`config.mk`:
```
export PLATFORM = sky130hd
export DESIGN_NAME = regfile
export DESIGN_NICKNAME = d
export VERILOG_FILES = /design/src/rtl/regfile.sv
export SDC_FILE = /design/constraint.sdc
export NUM_CORES = 2
export LEC_CHECK = 0
export BUFFER_PORTS_ARGS = -buffer_cell sky130_fd_sc_hd__buf_2
export CORE_ASPECT_RATIO = 1.2
export CORE_MARGIN = 1
export CORE_UTILIZATION = 23
export CTS_BUF_LIST = sky130_fd_sc_hd__clkbuf_8
export CTS_CLUSTER_SIZE = 30
export DETAILED_ROUTE_END_ITERATION = 10
export HOLD_SLACK_MARGIN = 0.06
export PLACE_DENSITY_LB_ADDON = 0.1
export REMOVE_ABC_BUFFERS = 1
export SYNTH_ARGS = -nofsm -noshare
export SYNTH_HDL_FRONTEND = slang
export SYNTH_SLANG_ARGS = --single-unit
```
`constraint.sdc`:
```
create_clock -name clk_in -period 8.3 [get_ports clk_in]
set_clock_uncertainty 0.05 [all_clocks]
set_input_delay 1.66 -clock clk_in [delete_from_list [all_inputs] [get_ports clk_in]]
set_output_delay 1.66 -clock clk_in [all_outputs]
set_load 0.02 [all_outputs]
```
`src/rtl/regfile.sv`:
```
`default_nettype none
// ============================================================================
// Module   : regfile
// Brief    : Architectural register file with per-register rename tags and
//            same-cycle rs1/rs2 lookup with commit forwarding.
// Revision : 1.0
// ============================================================================
module regfile #(
    parameter int ROB_WIDTH = 4,
    parameter int NREG      = 32
) (
    input  logic                 clk_in,
    input  logic                 rst_in,
    input  logic                 rdy_in,
    input  logic                 clear,
    input  logic                 dec_ready,
    input  logic [4:0]           issue_rd,
    input  logic [ROB_WIDTH-1:0] issue_rob_id,
    input  logic [4:0]           rs1,
    input  logic [4:0]           rs2,
    input  logic                 commit_ready,
    input  logic [ROB_WIDTH-1:0] commit_rob_id,
    input  logic [4:0]           commit_reg_id,
    input  logic [31:0]          commit_val,
    output logic                 search_in_has_dep_1,
    output logic [ROB_WIDTH-1:0] search_rob_id_1,
    output logic [31:0]          search_in_val_1,
    output logic                 search_in_has_dep_2,
    output logic [ROB_WIDTH-1:0] search_rob_id_2,
    output logic [31:0]          search_in_val_2
);

    typedef struct packed {
        logic                 dep;
        logic [ROB_WIDTH-1:0] id;
        logic [31:0]          val;
    } lookup_t;

    logic [31:0]          val_q  [NREG];
    logic                 busy_q [NREG];
    logic [ROB_WIDTH-1:0] tag_q  [NREG];
    logic [31:0]          val_d  [NREG];
    logic                 busy_d [NREG];
    logic [ROB_WIDTH-1:0] tag_d  [NREG];

    // Forwarding covers the cycle where the ROB has already released the entry
    // but the value has not yet reached val_q.
    function automatic lookup_t lookup(input logic [4:0] rs);
        lookup_t r;
        r = '0;
        if (commit_ready && (commit_reg_id == rs) && (rs != 5'd0) &&
            busy_q[rs] && (tag_q[rs] == commit_rob_id)) begin
            r.val = commit_val;
        end else if (busy_q[rs]) begin
            r.dep = 1'b1;
            r.id  = tag_q[rs];
        end else begin
            r.val = val_q[rs];
        end
        return r;
    endfunction

    lookup_t w_lk1;
    lookup_t w_lk2;

    always_comb begin
        w_lk1 = lookup(rs1);
        w_lk2 = lookup(rs2);
    end

    assign search_in_has_dep_1 = w_lk1.dep;
    assign search_rob_id_1     = w_lk1.id;
    assign search_in_val_1     = w_lk1.val;
    assign search_in_has_dep_2 = w_lk2.dep;
    assign search_rob_id_2     = w_lk2.id;
    assign search_in_val_2     = w_lk2.val;

    // Commit, then issue (wins on busy), then clear (wins over everything busy).
    always_comb begin
        for (int i = 0; i < NREG; i++) begin
            val_d[i]  = val_q[i];
            busy_d[i] = busy_q[i];
            tag_d[i]  = tag_q[i];
        end
        if (commit_ready && (commit_reg_id != 5'd0)) begin
            val_d[commit_reg_id] = commit_val;
            if (tag_q[commit_reg_id] == commit_rob_id) begin
                busy_d[commit_reg_id] = 1'b0;
            end
        end
        if (dec_ready && (issue_rd != 5'd0) && !clear) begin
            busy_d[issue_rd] = 1'b1;
            tag_d[issue_rd]  = issue_rob_id;
        end
        if (clear) begin
            for (int i = 0; i < NREG; i++) begin
                busy_d[i] = 1'b0;
            end
        end
    end

    always_ff @(posedge clk_in or negedge rst_in) begin
        if (!rst_in) begin
            for (int i = 0; i < NREG; i++) begin
                val_q[i]  <= '0;
                busy_q[i] <= 1'b0;
                tag_q[i]  <= '0;
            end
        end else if (rdy_in) begin
            for (int i = 0; i < NREG; i++) begin
                val_q[i]  <= val_d[i];
                busy_q[i] <= busy_d[i];
                tag_q[i]  <= tag_d[i];
            end
        end
    end

endmodule
`default_nettype wire

```
==> flow_summary.yaml <==
run_status:
  status: "finished clean"
yosys:
  synthAdderAreaFrac: 0
  yosys.cell_types.count: 41
  syn_inst: 3990
  synth_top_family_by_area: "multiplexers"
  synth_edf_count: 0
  postSynth.asyncResetShare: 1.00
  synth_compound_area_frac: 0.0198
  postSynthAreaPerCell_sq_um: 16.2
  synth_mux_area_frac: 0.474
  synth_xor_area_frac: 0.00216
  synthesis.area_sq_um: 64800
  synthFlopType: "dfrtp_1"
  ys_warn_count: 0
  synthSimpleGateAreaFrac: 0.0185
  yosysSeqAreaShare: 0.457
  synth-seq-cells: 1184
clock_network:
  cts_resized: 0
  htreeDepth: 4
  tritoncts: "done"
  cts_hold_buf: 0
  clock_path_buffers: 4
  clkSlewWorstSetupHoldPaths_ps: 60
  post_cts_buffers: 0
  clk_latency_ps: 990
  cts_made_buffers: 234
  cts-root-buf: "clkbuf_8"
  cts_sinks: 1184
routing:
  routed_wl_um: 252000
  vias: 39100
  dr.first_iter.drc_count: 2408
  firstDrtPassIters: 5
  drc: 0
  route.met2.wl_um: 124000
  ant_nets: 0
  dr_wl_met3_um: 10900
  wl_met1_um: 111000
  top_layer_used: "met5"
  vias_per_cell: 4.92
  wire_per_inst_um: 31.7
cells_and_area:
  fin_area_sq_um: 74500
  final_common_cell: "dfrtp_1"
  layout.cells.most_common_list: "1184 x dfrtp_1, 1128 x mux2_2, 766 x mux4_2"
  layout-drive-gt1-share: 0.607
  fill_cells: 28700
  area.growth.synth_to_final_pct: 14.9
  nets: 4095
job:
  cap_violations: 0
hold_path:
  min_path_type: "reg -> reg"
  min_from: "val_q[995]$_DFFE_PN0P_"
  hold_path_depth: 0
power_and_ir_drop:
  seq_power_share: 0.445
  fin_total_pwr_w: 0.0158
  intPower_w: 0.0112
  power_frac_clock: 0.370
  leakage_nw: 31.6
  swShare: 0.291
  powerDensity_nw_per_um2: 212
  comb_power_share: 0.185
  ir_worst_vdd_v: 0.000124
  power_switching_w: 0.00459
critical_path:
  critical_path_class: "in -> out"
  cp_max_fo: 38
  rrSetupSlack_ps: 5110
  cp-start-kind: "input pin"
  r2r_start: "tag_q[11]$_DFFE_PN0P_"
  reg2reg_depth: 8
  cp_data_required_time_ps: 6590
  cp-startpoint: "rs2[0]"
  crit_end: "search_in_val_2[19]"
  critical_path_arrival_ps: 5440
  end_kind: "primary output"
  regToRegEndpoint: "busy_q[10]$_DFFE_PN0P_"
die:
  die_h_um: 583
  coreArea_sq_um: 280000
  die_area_sq_um: 284000
  start_util: 0.231
  dieWidth_um: 486
  ios: 140
  rows: 213
grt:
  grt_pass1_vias: 43300
  antenna_found_initial: 19
  overflow: 0
  grtUsageTotal: 0.179
  grt_max_degree: 152
  grt_pass1_wl_um: 357000
placement:
  io_buffers: 139
  placed_area_sq_um: 70000
  place_ws_ps: 1000
  place_congestion: 0.735
  dpl.hpwl_um: 148000
sta:
  period_needed_ps: 7150
  post-route-period-util: 0.861
  fin_ws_ps: 1150
  fin_tns_setup_ps: 0
  fmax_mhz: 140
  final-setup-viol-count: 0
  holdWs_ps: 343
  tightest_slew_ps: 1270
  hold_viol_final: 0
  drv_slew: 0
  rsz0062_at_grt: "false"
  relSlewSlack: 0.151
## power groups by stage
stage,Sequential [W],Clock (W),Combinational [W]
finish,0.00702,0.00584,0.00292
global route,0.00714,0.00636,0.00313
CTS,0.00702,0.00612,0.00299
detailed placement,0.00712,0,0.00298
global placement,0.00710,0,0.00295
floorplan,0.00692,0,0.00188
## stage by stage
step	util	std cells
after floorplan	-	3537
after CTS	0.266	7953
after global placement	0.250	7555
final	0.266	7956
after global routing	0.266	7954
after detailed placement	0.250	7555
## state kept, by name (all words and copies together), names as in the netlist
signal,cells
busy_q,32
tag_q,128
val_q,1024
## layout make-up
| class | count | area (sq um) | share of cell area |
|---|---|---|---|
| Multi-Input combinational cell | 2344 | 33600 | 0.451 |
| Sequential cell | 1184 | 29600 | 0.398 |
| Tap cell | 3762 | 4710 | 0.0632 |
| Clock buffer | 284 | 3910 | 0.0525 |
| Timing Repair Buffer | 256 | 2050 | 0.0276 |
| Clock inverter | 114 | 532 | 0.00714 |
| Inverter | 9 | 33.8 | 0.000454 |
| Antenna cell | 3 | 7.51 | 0.000101 |
## worst min-delay path by stage
stage	end	slack, ps
global route	val_q[1019]$_DFFE_PN0P_	360
CTS	val_q[1006]$_DFFE_PN0P_	340
floorplan	val_q[1000]$_DFFE_PN0P_	320
finish	val_q[995]$_DFFE_PN0P_	340
detailed placement	val_q[1016]$_DFFE_PN0P_	330
global placement	val_q[1001]$_DFFE_PN0P_	330
## critical path, cell delays in order
cell and delay (ps):
buf_8 310, buf_4 360, mux4_2 270, mux4_2 240, mux2_4 560, inv_1 250
nor4_1 320, nor4b_4 320, buf_4 480, o2bb2ai_2 140, buf_2 220
## cell usage after synthesis (9+ instances only)
cell / number / share of area
o21ai_0: 18 / 0.0014
buf_6: 12 / 0.0021
xnor2_1: 10 / 0.0014
nand3_1: 10 / 0.00077
clkbuf_1: 355 / 0.021
dfrtp_1: 1184 / 0.46
mux2_2: 1130 / 0.20
o22ai_1: 9 / 0.00087
nor4_1: 35 / 0.0034
nor2_1: 58 / 0.0034
o221ai_1: 9 / 0.0012
nor3_1: 19 / 0.0015
inv_1: 9 / 0.00052
o2bb2ai_2: 40 / 0.0093
mux2i_1: 72 / 0.011
mux4_2: 766 / 0.27
o2bb2ai_1: 24 / 0.0032
buf_1: 75 / 0.0043
nand2b_1: 29 / 0.0028
nand2_1: 36 / 0.0021
a21oi_1: 14 / 0.0011
buf_2: 11 / 0.00085
a22oi_1: 9 / 0.0010
## cells by family (layout without fill, tap and decap cells)
family,Yosys count,after routing
muxes,1968,1968
buffers and inverters,462,663
AOI/OAI and AO/OA,136,136
and+or+nand+nor,224,224
other,0,3
xor gates and xnor gates,16,16
DFF,1184,1184
## per-layer routing
layer,up-vias,global-route usage
li1,15900,-
met3,343,0.0313
met1,22000,0.237
met4,6,0.0503
met2,906,0.298
met5,-,0
Power figures use the tool's default switching activity.
